File: src/rtl/gcd_arb_32_if.sv
// Request/response bundle between the requesters/consumer and the gcd_32 arbiter.
// The requester/consumer side is the master; the arbiter is the slave.
interface gcd_arb_32_if #(
  parameter int NREQ = 4,
  parameter int IDW  = $clog2(NREQ)
);
  logic [NREQ-1:0]    req_valid;
  logic [NREQ*32-1:0] req_a;
  logic [NREQ*32-1:0] req_b;
  logic [NREQ-1:0]    req_ready;
  logic               rsp_valid;
  logic [IDW-1:0]     rsp_id;
  logic [31:0]        rsp_result;
  logic               rsp_err;
  logic               rsp_ready;

  modport master (
    output req_valid, req_a, req_b, rsp_ready,
    input  req_ready, rsp_valid, rsp_id, rsp_result, rsp_err
  );

  modport slave (
    input  req_valid, req_a, req_b, rsp_ready,
    output req_ready, rsp_valid, rsp_id, rsp_result, rsp_err
  );
endinterface

File: src/rtl/gcd_arb_32.sv
// Round-robin sequencer sharing one gcd_32 core among NREQ requesters.
// Optional RUN-phase abort is enabled by defining GCD_ARB_TIMEOUT_EN.
module gcd_arb_32 #(
  parameter int NREQ     = 4,
  parameter int LOAD_CYC = 2,
  parameter int TIMEOUT  = 256
) (
  input  logic        clk,
  input  logic        rst_n,
  gcd_arb_32_if.slave bus,
  output logic [31:0] core_ina,
  output logic [31:0] core_inb,
  output logic        core_rst_n,
  input  logic [31:0] core_result,
  input  logic        core_ready_n,
  output logic        busy
);
  localparam int DATA_W = 32;
  localparam int IDW    = $clog2(NREQ);
  localparam int LCW    = (LOAD_CYC > 1) ? $clog2(LOAD_CYC) : 1;

  typedef enum logic [1:0] {
    IDLE = 2'd0,
    LOAD = 2'd1,
    RUN  = 2'd2,
    RESP = 2'd3
  } state_t;

  state_t            state;
  logic [IDW-1:0]    rr_ptr;
  logic [IDW-1:0]    cand;
  logic [IDW-1:0]    gnt_idx;
  logic [IDW-1:0]    ptr_nxt;
  logic              gnt_found;
  logic [NREQ-1:0]   gnt_onehot;
  logic [DATA_W-1:0] sel_a;
  logic [DATA_W-1:0] sel_b;
  logic [LCW-1:0]    load_cnt;
  logic              first_run;
  logic              rsp_valid_q;
  logic [IDW-1:0]    rsp_id_q;
  logic [DATA_W-1:0] rsp_result_q;
  logic [DATA_W-1:0] ina_q;
  logic [DATA_W-1:0] inb_q;
  logic              core_rst_q;
  logic              busy_q;

`ifdef GCD_ARB_TIMEOUT_EN
  localparam int RCW = (TIMEOUT > 1) ? $clog2(TIMEOUT) : 1;
  logic [RCW-1:0] run_cnt;
  logic           err_q;
  assign bus.rsp_err = err_q;
`else
  assign bus.rsp_err = 1'b0;
`endif

  // Grant search starts at rr_ptr and wraps; only offered while IDLE and out of reset.
  always_comb begin
    gnt_found  = 1'b0;
    gnt_idx    = '0;
    cand       = '0;
    gnt_onehot = '0;
    sel_a      = '0;
    sel_b      = '0;
    for (int k = 0; k < NREQ; k++) begin
      cand = IDW'((int'(rr_ptr) + k) % NREQ);
      if (!gnt_found && bus.req_valid[cand]) begin
        gnt_found = 1'b1;
        gnt_idx   = cand;
      end
    end
    if (state != IDLE || !rst_n) begin
      gnt_found = 1'b0;
    end
    if (gnt_found) begin
      gnt_onehot[gnt_idx] = 1'b1;
    end
    for (int k = 0; k < NREQ; k++) begin
      if (IDW'(k) == gnt_idx) begin
        sel_a = bus.req_a[k*DATA_W +: DATA_W];
        sel_b = bus.req_b[k*DATA_W +: DATA_W];
      end
    end
  end

  assign ptr_nxt = (gnt_idx == IDW'(NREQ - 1)) ? '0 : gnt_idx + IDW'(1);

  assign bus.req_ready  = gnt_onehot;
  assign bus.rsp_valid  = rsp_valid_q;
  assign bus.rsp_id     = rsp_id_q;
  assign bus.rsp_result = rsp_result_q;
  assign core_ina       = ina_q;
  assign core_inb       = inb_q;
  assign core_rst_n     = core_rst_q;
  assign busy           = busy_q;

  always_ff @(posedge clk or negedge rst_n) begin
    if (!rst_n) begin
      state        <= IDLE;
      rr_ptr       <= '0;
      load_cnt     <= '0;
      first_run    <= 1'b0;
      rsp_valid_q  <= 1'b0;
      rsp_id_q     <= '0;
      rsp_result_q <= '0;
      ina_q        <= '0;
      inb_q        <= '0;
      core_rst_q   <= 1'b0;
      busy_q       <= 1'b0;
`ifdef GCD_ARB_TIMEOUT_EN
      run_cnt      <= '0;
      err_q        <= 1'b0;
`endif
    end else begin
      case (state)
        // accept: latch operands and owner, advance the round-robin pointer
        IDLE: begin
          if (gnt_found) begin
            ina_q    <= sel_a;
            inb_q    <= sel_b;
            rsp_id_q <= gnt_idx;
            rr_ptr   <= ptr_nxt;
            load_cnt <= '0;
            busy_q   <= 1'b1;
            state    <= LOAD;
          end
        end
        // core held in reset with stable operands for LOAD_CYC cycles
        LOAD: begin
          if (load_cnt == LCW'(LOAD_CYC - 1)) begin
            core_rst_q <= 1'b1;
            first_run  <= 1'b1;
`ifdef GCD_ARB_TIMEOUT_EN
            run_cnt    <= '0;
`endif
            state      <= RUN;
          end else begin
            load_cnt <= load_cnt + LCW'(1);
          end
        end
        // ready_n in the first RUN cycle still reflects the previous job
        RUN: begin
          first_run <= 1'b0;
          if (!first_run && !core_ready_n) begin
            rsp_result_q <= core_result;
            core_rst_q   <= 1'b0;
            rsp_valid_q  <= 1'b1;
            state        <= RESP;
`ifdef GCD_ARB_TIMEOUT_EN
            err_q        <= 1'b0;
          end else if (run_cnt == RCW'(TIMEOUT - 1)) begin
            rsp_result_q <= '0;
            err_q        <= 1'b1;
            core_rst_q   <= 1'b0;
            rsp_valid_q  <= 1'b1;
            state        <= RESP;
          end else begin
            run_cnt <= run_cnt + RCW'(1);
`endif
          end
        end
        // result held until the consumer takes it
        RESP: begin
          if (bus.rsp_ready) begin
            rsp_valid_q <= 1'b0;
            busy_q      <= 1'b0;
            state       <= IDLE;
          end
        end
        default: begin
          state <= IDLE;
        end
      endcase
    end
  end
endmodule

File: src/flat_wrapper.sv
// flat-port wrapper written by rule: the top's interface ports become plain ports
module gcd_arb_32_flat 
#(
  parameter int NREQ     = 4,
  parameter int LOAD_CYC = 2,
  parameter int TIMEOUT  = 256
)
  (clk, rst_n, core_ina, core_inb, core_rst_n, core_result, core_ready_n, busy, bus_req_valid, bus_req_a, bus_req_b, bus_rsp_ready, bus_req_ready, bus_rsp_valid, bus_rsp_id, bus_rsp_result, bus_rsp_err);
  gcd_arb_32_if #(.NREQ(NREQ)) bus_i ();
  input  logic clk;
  input  logic rst_n;
  output logic [31:0] core_ina;
  output logic [31:0] core_inb;
  output logic core_rst_n;
  input  logic [31:0] core_result;
  input  logic core_ready_n;
  output logic busy;
  input wire logic [$bits(bus_i.req_valid)-1:0] bus_req_valid;
  input wire logic [$bits(bus_i.req_a)-1:0] bus_req_a;
  input wire logic [$bits(bus_i.req_b)-1:0] bus_req_b;
  input wire logic [$bits(bus_i.rsp_ready)-1:0] bus_rsp_ready;
  output wire logic [$bits(bus_i.req_ready)-1:0] bus_req_ready;
  output wire logic [$bits(bus_i.rsp_valid)-1:0] bus_rsp_valid;
  output wire logic [$bits(bus_i.rsp_id)-1:0] bus_rsp_id;
  output wire logic [$bits(bus_i.rsp_result)-1:0] bus_rsp_result;
  output wire logic [$bits(bus_i.rsp_err)-1:0] bus_rsp_err;
  assign bus_i.req_valid = bus_req_valid;
  assign bus_i.req_a = bus_req_a;
  assign bus_i.req_b = bus_req_b;
  assign bus_i.rsp_ready = bus_rsp_ready;
  assign bus_req_ready = bus_i.req_ready;
  assign bus_rsp_valid = bus_i.rsp_valid;
  assign bus_rsp_id = bus_i.rsp_id;
  assign bus_rsp_result = bus_i.rsp_result;
  assign bus_rsp_err = bus_i.rsp_err;
  gcd_arb_32 #(.NREQ(NREQ), .LOAD_CYC(LOAD_CYC), .TIMEOUT(TIMEOUT)) u_core (.clk(clk), .rst_n(rst_n), .bus(bus_i), .core_ina(core_ina), .core_inb(core_inb), .core_rst_n(core_rst_n), .core_result(core_result), .core_ready_n(core_ready_n), .busy(busy));
endmodule
File: config.mk
export PLATFORM = sky130hd
export DESIGN_NAME = gcd_arb_32_flat
export DESIGN_NICKNAME = d
export VERILOG_FILES = /design/src/rtl/gcd_arb_32_if.sv /design/src/rtl/gcd_arb_32.sv /design/src/flat_wrapper.sv
export SDC_FILE = /design/constraint.sdc
export NUM_CORES = 1
export LEC_CHECK = 0
export CORE_AREA = 2 2 157 159
export DETAILED_ROUTE_END_ITERATION = 10
export DIE_AREA = 0 0 159 161
export PLACE_DENSITY = 0.58
export SYNTH_ARGS = -nofsm -noshare
export SYNTH_HDL_FRONTEND = slang
export SYNTH_SLANG_ARGS = --single-unit
File: constraint.sdc
create_clock -name clk -period 7.45 [get_ports clk]
set_input_delay 0.745 -clock clk [delete_from_list [all_inputs] [get_ports clk]]
set_output_delay 0.745 -clock clk [all_outputs]
set_load 0.01 [all_outputs]
=== After elaboration in Yosys (flattened, before gate mapping) ===
Index checks and enable logic that the tools add are counted.
Widths: inputs -> output; s select.

* Word-level logic and storage cells: 106
* Bits in registers: 107
* Output and inout port bits: 106

* $lt $le $gt $ge: 6
* Add/subtract/negate cells: 5
* Mux-type cells: 46
* Equality and inequality tests: 11
* Reduce and logical (&&, ||, !) cells: 27

{| class="wikitable"
|+ Operators by type and width
! kind !! number
|-
| $mux 32 || 8
|-
| $mux 2 || 9
|-
| $mux 1 || 17
|-
| $lt 2x3->1 const B || 5
|-
| $pmux 1 s2 || 5
|-
| $reduce_bool 2->1 || 5
|-
| $reduce_and 3->1 || 3
|-
| $bmux 1 s2 || 4
|-
| $pmux 2 s4 || 1
|-
| $reduce_and 2->1 || 4
|-
| $eq 2x2->1 const B || 3
|-
| $logic_not 1->1 || 6
|-
| $ne 2x1->1 const B || 3
|-
| $logic_and 1x1->1 || 5
|-
| $add 2x1->2 const B || 2
|-
| $add 2x2->2 const B || 2
|-
| $eq 2x2->1 const A || 2
|-
| $logic_not 2->1 || 2
|-
| $mux 4 || 1
|-
| $reduce_and 4->1 || 1
|-
| $demux 1 s2 || 1
|-
| $eq 1x2->1 const A || 1
|-
| $eq 2x1->1 const B || 1
|-
| $ge 2x1->1 const B || 1
|-
| 3 further kinds || 3
|}

=== Logic depth before layout (Yosys ltp) ===
Gate-level depths: netlist of the first run.

* Depth in word-level cells: 17
* Depth in mapped cells: 11

=== Worst setup path after synthesis of the first run ===
OpenSTA, ideal clock, no wires.

* Kind: input to output
* Start point: in bus_req_valid[2]
* End point: out bus_req_ready[3]
* Stages: 7
* Slack: 4166 ps
* Data required time: 6705 ps
* Data arrival time: 2539 ps
* Cell sequence: mux2_2 -> a221oi_1 -> and2_1 -> ha_1 -> clkbuf_1 -> clkbuf_1 -> and2_1

* Word-level cells in the longest chain between the ends: 17

{| class="wikitable"
|+ RTL lines
! item !! RTL line !! text
|-
| from (decl) || flat_wrapper.sv:18 || <nowiki>input wire logic [$bits(bus_i.req_valid)-1:0] bus_req_valid;</nowiki>
|-
| $bmux 1 s2 || gcd_arb_32.sv:67 || <nowiki>if (!gnt_found && bus.req_valid[cand]) begin</nowiki>
|-
| $mux 1 (implied by the code) || gcd_arb_32.sv:67 ||
|-
| $mux 1 || gcd_arb_32.sv:67 ||
|-
| $logic_not 1->1 || gcd_arb_32.sv:67 ||
|-
| $logic_and 1x1->1 || gcd_arb_32.sv:67 ||
|-
| $mux 1 || gcd_arb_32.sv:67 ||
|-
| $logic_not 1->1 || gcd_arb_32.sv:67 ||
|-
| $logic_and 1x1->1 || gcd_arb_32.sv:67 ||
|-
| [... 2 more ...] || n/a ||
|-
| $logic_and 1x1->1 || gcd_arb_32.sv:67 ||
|-
| $mux 2 (*) || gcd_arb_32.sv:67 ||
|-
| named net u_core.gnt_idx[0] || gcd_arb_32.sv:32 || <nowiki>logic [IDW-1:0] gnt_idx;</nowiki>
|-
| $lt 2x3->1 (implied by the code) / $ge 2x1->1 (equally long branches) || gcd_arb_32.sv:76 || <nowiki>gnt_onehot[gnt_idx] = 1'b1;</nowiki>
|-
| $logic_and 1x1->1 (implied by the code) || gcd_arb_32.sv:76 ||
|-
| $mux 1 (implied by the code) || gcd_arb_32.sv:76 ||
|-
| $demux 1 s2 (*) || n/a ||
|-
| $mux 4 (*) || gcd_arb_32.sv:75 || <nowiki>if (gnt_found) begin</nowiki>
|-
| to (decl) || flat_wrapper.sv:22 || <nowiki>output wire logic [$bits(bus_i.req_ready)-1:0] bus_req_ready;</nowiki>
|}

Mark *: on every way through the listed nets, which the timed path passes. The rest lies on a longest branch. The select of a mux whose other input is x is not followed.

=== Final worst setup path of the first run ===
* Start point: in bus_req_valid[0]
* End point: out bus_req_ready[1]

The elaborated chain is that of the path after synthesis.

==> results of run 1 <==
[per-layer routing]
metal	track usage [%]	vias to the layer above	wire, um
met3	6.549	32	2053
met2	32.51	272	12320
li1	-	3345	-
met1	24.49	3164	11160
met4	5.702	0	581
met5	0	-	0
[cell families (layout without fill, tap and decap cells)]
family | Yosys count | in the layout
AOI/OAI and AO/OA | 277 | 277
adders and majority gates | 8 | 8
buffers and inverters | 138 | 494
DFF | 107 | 107
muxes | 35 | 35
other | 1 | 2
and+or+nand+nor | 199 | 199
[cell usage after synthesis (9+ instances only)]
cell / n
mux2_2: 34
nand2_1: 64
inv_1: 71
nor2_1: 122
dfrtp_1: 107
buf_6: 10
o21ai_0: 60
buf_2: 9
a221oi_1: 65
a21oi_1: 136
a211o_1: 9
clkbuf_1: 44
[state kept, by name, summed over array words and instances, names as in the netlist]
name	cells
u_core.first_run	1
u_core.core_ina	32
u_core.bus.rsp_valid	1
u_core.bus.rsp_result	32
u_core.busy	1
u_core.state	2
u_core.core_inb	32
u_core.rr_ptr	2
u_core.bus.rsp_id	2
u_core.core_rst_n	1
u_core.load_cnt	1
[worst max-delay path by stage]
stage                           from                   to  slack (ns)  cells after the start
floorplan           bus_req_valid[2]     bus_req_ready[3]        4.17                      7
global placement    bus_req_valid[0]  u_core.core_inb[11]        3.05                     10
detailed placement  bus_req_valid[0]  u_core.core_inb[11]        2.99                     10
CTS                 bus_req_valid[0]     bus_req_ready[1]        3.07                      7
global route        bus_req_valid[0]     bus_req_ready[1]        2.79                      7
finish              bus_req_valid[0]     bus_req_ready[1]        3.09                      7
[power groups by stage]
stage	sequential, mW	combinational (mW)	clock (mW)
final	1.05	2.17	0.498
after global placement	1.05	2.19	0
after detailed placement	1.06	2.19	0
after floorplan	1.18	1.03	0
after CTS	1.05	2.20	0.520
after global routing	1.09	2.38	0.542
[cell type report]
| type | instances | share of cell area, % |
|---|---|---|
| Antenna cell | 1 | 0.02330 |
| Clock buffer | 10 | 2.225 |
| Clock inverter | 6 | 0.6058 |
| Inverter | 71 | 2.481 |
| Multi-Input combinational cell | 520 | 28.22 |
| Sequential cell | 107 | 24.93 |
| Tap cell | 324 | 3.774 |
| Timing Repair Buffer | 407 | 37.74 |
[per-stage QoR]
| stage | hold WS [ns] | area, um^2 | setup slack [ns] |
|---|---|---|---|
| floorplan | 0.4494 | 6270 | 4.166 |
| global placement | 0.4757 | 10430 | 3.047 |
| detailed placement | 0.4846 | 10430 | 2.995 |
| CTS | 0.4390 | 10740 | 3.074 |
| global route | 0.4443 | 10740 | 2.793 |
| finish | 0.4144 | 10740 | 3.087 |
[worst max-delay path, delay by kind of cell]
kind | cells | cell delay [ns]
buf+inv | 2 | 1.01
fa+ha+maj | 1 | 0.54
simple gates | 2 | 0.51
compound gates | 1 | 0.50
mux | 1 | 0.29
==> impl_metrics.tcl, run 1 <==
set metrics [dict create \
    fin_setup_tns_ns 0 \
    maxCapViolations 0 \
    wl_per_cell_um 18.06 \
    critPathSlowestCell "ha_4" \
    layout_commonest_cell "clkdlybuf4s50_1" \
    min_period_ns 4.363 \
    synth_top_family_by_area "compound AO/OA/AOI/OAI gates" \
    synth_compound_area_share_pct 26.82 \
    grt_pass1_wl_um 39430 \
    switching_share_pct 40.69 \
    yosysTopAreaCell "dfrtp_1" \
    comb_power_share_pct 58.4 \
    start_util_pct 26.16 \
    die_area_um2 25600 \
    hold_path.class "primary input to async pin" \
    yosys-top-cells-area "dfrtp_1 43%, a21oi_1 11%, a221oi_1 9.1%" \
    die_x_um 159 \
    fillers 2393 \
    report.final.slew_viol_count 0 \
    grt_pass1_vias 6822 \
    final_cell_mix "399 x clkdlybuf4s50_1, 136 x a21oi_1, 122 x nor2_1, 107 x dfrtp_1, 71 x inv_1" \
    power.internal_mw 2.205 \
    worstSetupStartpointType "primary input" \
    drt_iter0_drc 372 \
    reg2reg_depth 9 \
    timing.slew.headroom_pct 37.70 \
    coreArea_um2 23960 \
    status "completed" \
    cts.sinks 107 \
    critPathCaptureType "output pin" \
    mappedNetlistArea_um2 6270 \
    root_buffer "clkbuf_16" \
    clk_latency_ns 0.36 \
    drive_above_1_share_pct 5.977 \
    cts_buffers 9 \
    cp.required_ns 6.70 \
    fin_crit_sh_pct 58.57 \
    routed_wl_um 26120 \
    die_y_um 161 \
    utilization_pct 44.82 \
    rr_startpoint "u_core.rr_ptr[1]" \
    ff2ff_setup_slack_ns 3.78 \
    gp_congestion 0.8420 \
    final_cells 1446 \
    synth_flop_cell "dfrtp_1" \
    cts-resized-gates 0 \
    slowest_delay_ns 0.54 \
    synth_xor_area_share_pct 0 \
    rows 57 \
    register_area_um2 2678 \
    yosys.area_share.simple_pct 12.77 \
    arrival_ns 3.62 \
    cts_tree "done" \
    power.total_mw 3.718 \
    cts_buffer_depth 2 \
    crit_chain "clkdlybuf4s50_1 -> mux2_2 -> a221oi_1 -> and2_1 -> ha_4 -> and2_1 -> clkdlybuf4s50_1" \
    antenna_left 0 \
    seq_power_share_pct 28.2 \
    clock.fmax_mhz 229.2 \
    clk_pin_slew_worst_paths_ns 0.08 \
    h-tree-depth 3 \
    power_density_nw_per_um2 346.2 \
    synth_top_area_share_pct 42.71 \
    portBuffers 400 \
    io_pins 402 \
    worstSetupPathType "primary input to output pin" \
    cts_setup_buffers 0 \
    power_leakage_nw 4.367 \
    antenna_found_initial 1 \
    rsz0062_at_grt "false" \
    worst_pin_slew_ns 0.9345 \
    multi_input_area_um2 3030 \
    switchingPower_mw 1.513 \
    hold_violations 0 \
    num_vias 6813 \
    detailedRoute.firstPassIterationCount 5 \
    synth_seq_cells 107 \
    setup_viol 0 \
    synth_edf_count 0 \
    drc 0 \
    skew_ns 0.01424 \
    holdBufCountCts 0 \
    vdd_ir_drop_max_uv 193.8 \
    area_growth_pct 71.30 \
    clockPowerShare_pct 13.4 \
    worstReg2RegEnd "u_core.core_inb[11]" \
    grt_usage_pct 19.64 \
    syn_nets 1069 \
    avgSynthCellArea_um2 8.196 \
    yosysSeqAreaShare_pct 42.71 \
    post-dp-hpwl_um 18880 \
    yosys_warnings 0 \
    fin_nets 1420 \
    synth-async-reset-ratio_pct 100.0 \
    dp_cells 1429 \
    grt_max_degree 83 \
    cp_max_fo 61 \
    vias_per_cell 4.712 \
    yosysUniqueCellTypes 31 \
    synth_mux_area_share_pct 6.346 \
    synth_fa_ha_area_share_pct 1.596 \
    grt-ovfl-total 0 \
    syn_inst 765 \
]
Note: power is estimated with default switching activity, not from simulation.
==> inputs of run 2 (changes only) <==
--- a/config.mk
+++ b/config.mk
@@ -5,10 +5,10 @@
 export SDC_FILE = /design/constraint.sdc
 export NUM_CORES = 1
 export LEC_CHECK = 0
-export CORE_AREA = 2 2 157 159
+export CORE_AREA = 2 2 156 158
 export DETAILED_ROUTE_END_ITERATION = 10
-export DIE_AREA = 0 0 159 161
-export PLACE_DENSITY = 0.58
+export DIE_AREA = 0 0 158 160
+export PLACE_DENSITY = 0.61
 export SYNTH_ARGS = -nofsm -noshare
 export SYNTH_HDL_FRONTEND = slang
 export SYNTH_SLANG_ARGS = --single-unit
==> constraint.sdc (replaced) <==
create_clock -name clk -period 4 [get_ports clk]
set_input_delay 0.4 -clock clk [delete_from_list [all_inputs] [get_ports clk]]
set_output_delay 0.4 -clock clk [all_outputs]
set_load 0.01 [all_outputs]
==> run 2 against run 1 <==
  * Via count increased by 2.5%
  * Register-to-register slack got worse by 2.8 ns
  * Clock power increased by 81%
  * Sequential cell count unchanged
  * Critical endpoint unchanged
  * Largest cell class unchanged
==> impl_metrics.tcl, run 2 (synthesized netlist as in run 1, its figures left out) <==
set metrics [dict create \
    status "completed" \
    worstSetupStartpointType "primary input" \
    drt_iter0_drc 542 \
    critPathSlowestCell "clkdlybuf4s50_1" \
    cp_max_fo 16 \
    fin_ws_ns 0.7006 \
    skew_ns 0.01028 \
    critPathCaptureType "output pin" \
    setup_viol 0 \
    final_area_um2 10840 \
    grt-ovfl-total 0 \
    min_period_ns 3.299 \
    antenna_left 0 \
    detailedRoute.firstPassIterationCount 5 \
    maxCapViolations 0 \
    die_y_um 160 \
    cts_setup_buffers 0 \
    die_area_um2 25280 \
    report.final.slew_viol_count 0 \
    rows 57 \
    diodes 0 \
    slowest_delay_ns 0.55 \
    cp.buffers_inverters 3 \
    hold_ws_ns 0.1448 \
    clock.fmax_mhz 303.1 \
    switching_share_pct 40.71 \
    place_ws_ns 0.5257 \
    cp.required_ns 3.60 \
    cts_buffers 9 \
    grt_usage_pct 20.05 \
    die_x_um 158 \
    antenna_found_initial 0 \
    num_vias 6985 \
    clockPowerShare_pct 12.9 \
    final_cell_mix "399 x clkdlybuf4s50_1, 136 x a21oi_1, 122 x nor2_1, 107 x dfrtp_1, 71 x inv_1" \
    timing.slew.headroom_pct 38.40 \
    fillers 2304 \
    critPathTopFamily "buffers and inverters" \
    final_cells 1454 \
    grt_pass1_vias 7025 \
    fin_crit_sh_pct 82.48 \
    place_area_um2 10550 \
    seq_power_share_pct 28.0 \
    worstSetupPathType "primary input to output pin" \
    utilization_pct 45.50 \
    root_buffer "clkbuf_16" \
    hold_violations 0 \
    vdd_ir_drop_max_uv 304.2 \
    area_growth_pct 72.86 \
    wl_per_cell_um 18.10 \
    layout_commonest_cell "clkdlybuf4s50_1" \
    h-tree-depth 3 \
    fin_nets 1429 \
    clk_pin_slew_worst_paths_ns 0.08 \
    coreArea_um2 23820 \
    post-dp-hpwl_um 19260 \
    clk_latency_ns 0.36 \
    cts-resized-gates 0 \
    grt_pass1_wl_um 39080 \
    grt_max_degree 76 \
    hold_path.class "primary input to async pin" \
    gp_congestion 0.8212 \
    dp_cells 1438 \
    start_util_pct 26.32 \
    holdBufCountCts 0 \
    cts.sinks 107 \
    cts_tree "done" \
    worst_pin_slew_ns 0.9239 \
    switchingPower_mw 2.852 \
    routed_wl_um 26320 \
    portBuffers 400 \
    rsz0062_at_grt "false" \
    fin_setup_tns_ns 0 \
    comb_power_share_pct 59.1 \
    crit_chain "clkdlybuf4s50_1 -> mux2_2 -> a221oi_1 -> buf_4 -> and2_1 -> ha_4 -> and2_1 -> clkdlybuf4s50_1" \
    drive_above_1_share_pct 6.637 \
    arrival_ns 2.90 \
    power_leakage_nw 4.417 \
    power.total_mw 7.007 \
    drc 0 \
    cts_buffer_depth 2 \
    power_density_nw_per_um2 646.5 \
    io_pins 402 \
    power.internal_mw 4.155 \
    vias_per_cell 4.804 \
]
-- run 2: layout make-up --
cell class / count / area, um^2 / share of cell area, %
clock buffer: 10 / 229.0 / 2.113
timing repair buffer: 416 / 4172 / 38.49
multi-input combinational: 520 / 3030 / 27.96
clock inverter: 6 / 57.56 / 0.5311
tap: 324 / 405.4 / 3.740
sequential: 107 / 2678 / 24.71
inverter: 71 / 266.5 / 2.459
-- run 2: routing by layer --
| metal | routed length (um) | global-route usage, % |
|---|---|---|
| met1 | 10890 | 24.86 |
| met2 | 12630 | 33.79 |
| met3 | 2295 | 5.807 |
| met4 | 501 | 5.651 |
| met5 | 0 | 0 |
-- run 2: power by group through the flow --
stage          sequential, mW  clock (mW)  combinational (mW)
2_1_floorplan            2.19           0                1.91
3_3_place_gp             1.96           0                4.14
3_5_place_dp             1.98           0                4.18
4_1_cts                  1.96       0.937                4.20
5_1_grt                  2.03       0.976                4.54
6_report                 1.96       0.901                4.14
-- run 2: worst paths after layout --
check                                     from                  end  slack (ns)  cells after the start
min in group clk           u_core.core_inb[21]  u_core.core_inb[21]        0.50                      2
max reg2reg                   u_core.rr_ptr[1]   u_core.core_inb[7]        1.01                     10
min                                      rst_n  u_core.core_ina[31]        0.14                      2
min reg2reg                u_core.core_inb[21]  u_core.core_inb[21]        0.50                      2
max in group asynchronous                rst_n      u_core.load_cnt        2.47                      3
max                           bus_req_valid[0]     bus_req_ready[1]        0.70                      8
-- run 2: worst register-to-register path: stages (launching register included) --
cell and delay [ns]:
dfrtp_1 0.45, mux2_2 0.35, a221oi_1 0.30, buf_4 0.18, nand2_1 0.11, ha_2 0.31
buf_4 0.36, nand2_1 0.22, o21ai_0 0.09, a221oi_1 0.41, nor2_1 0.09
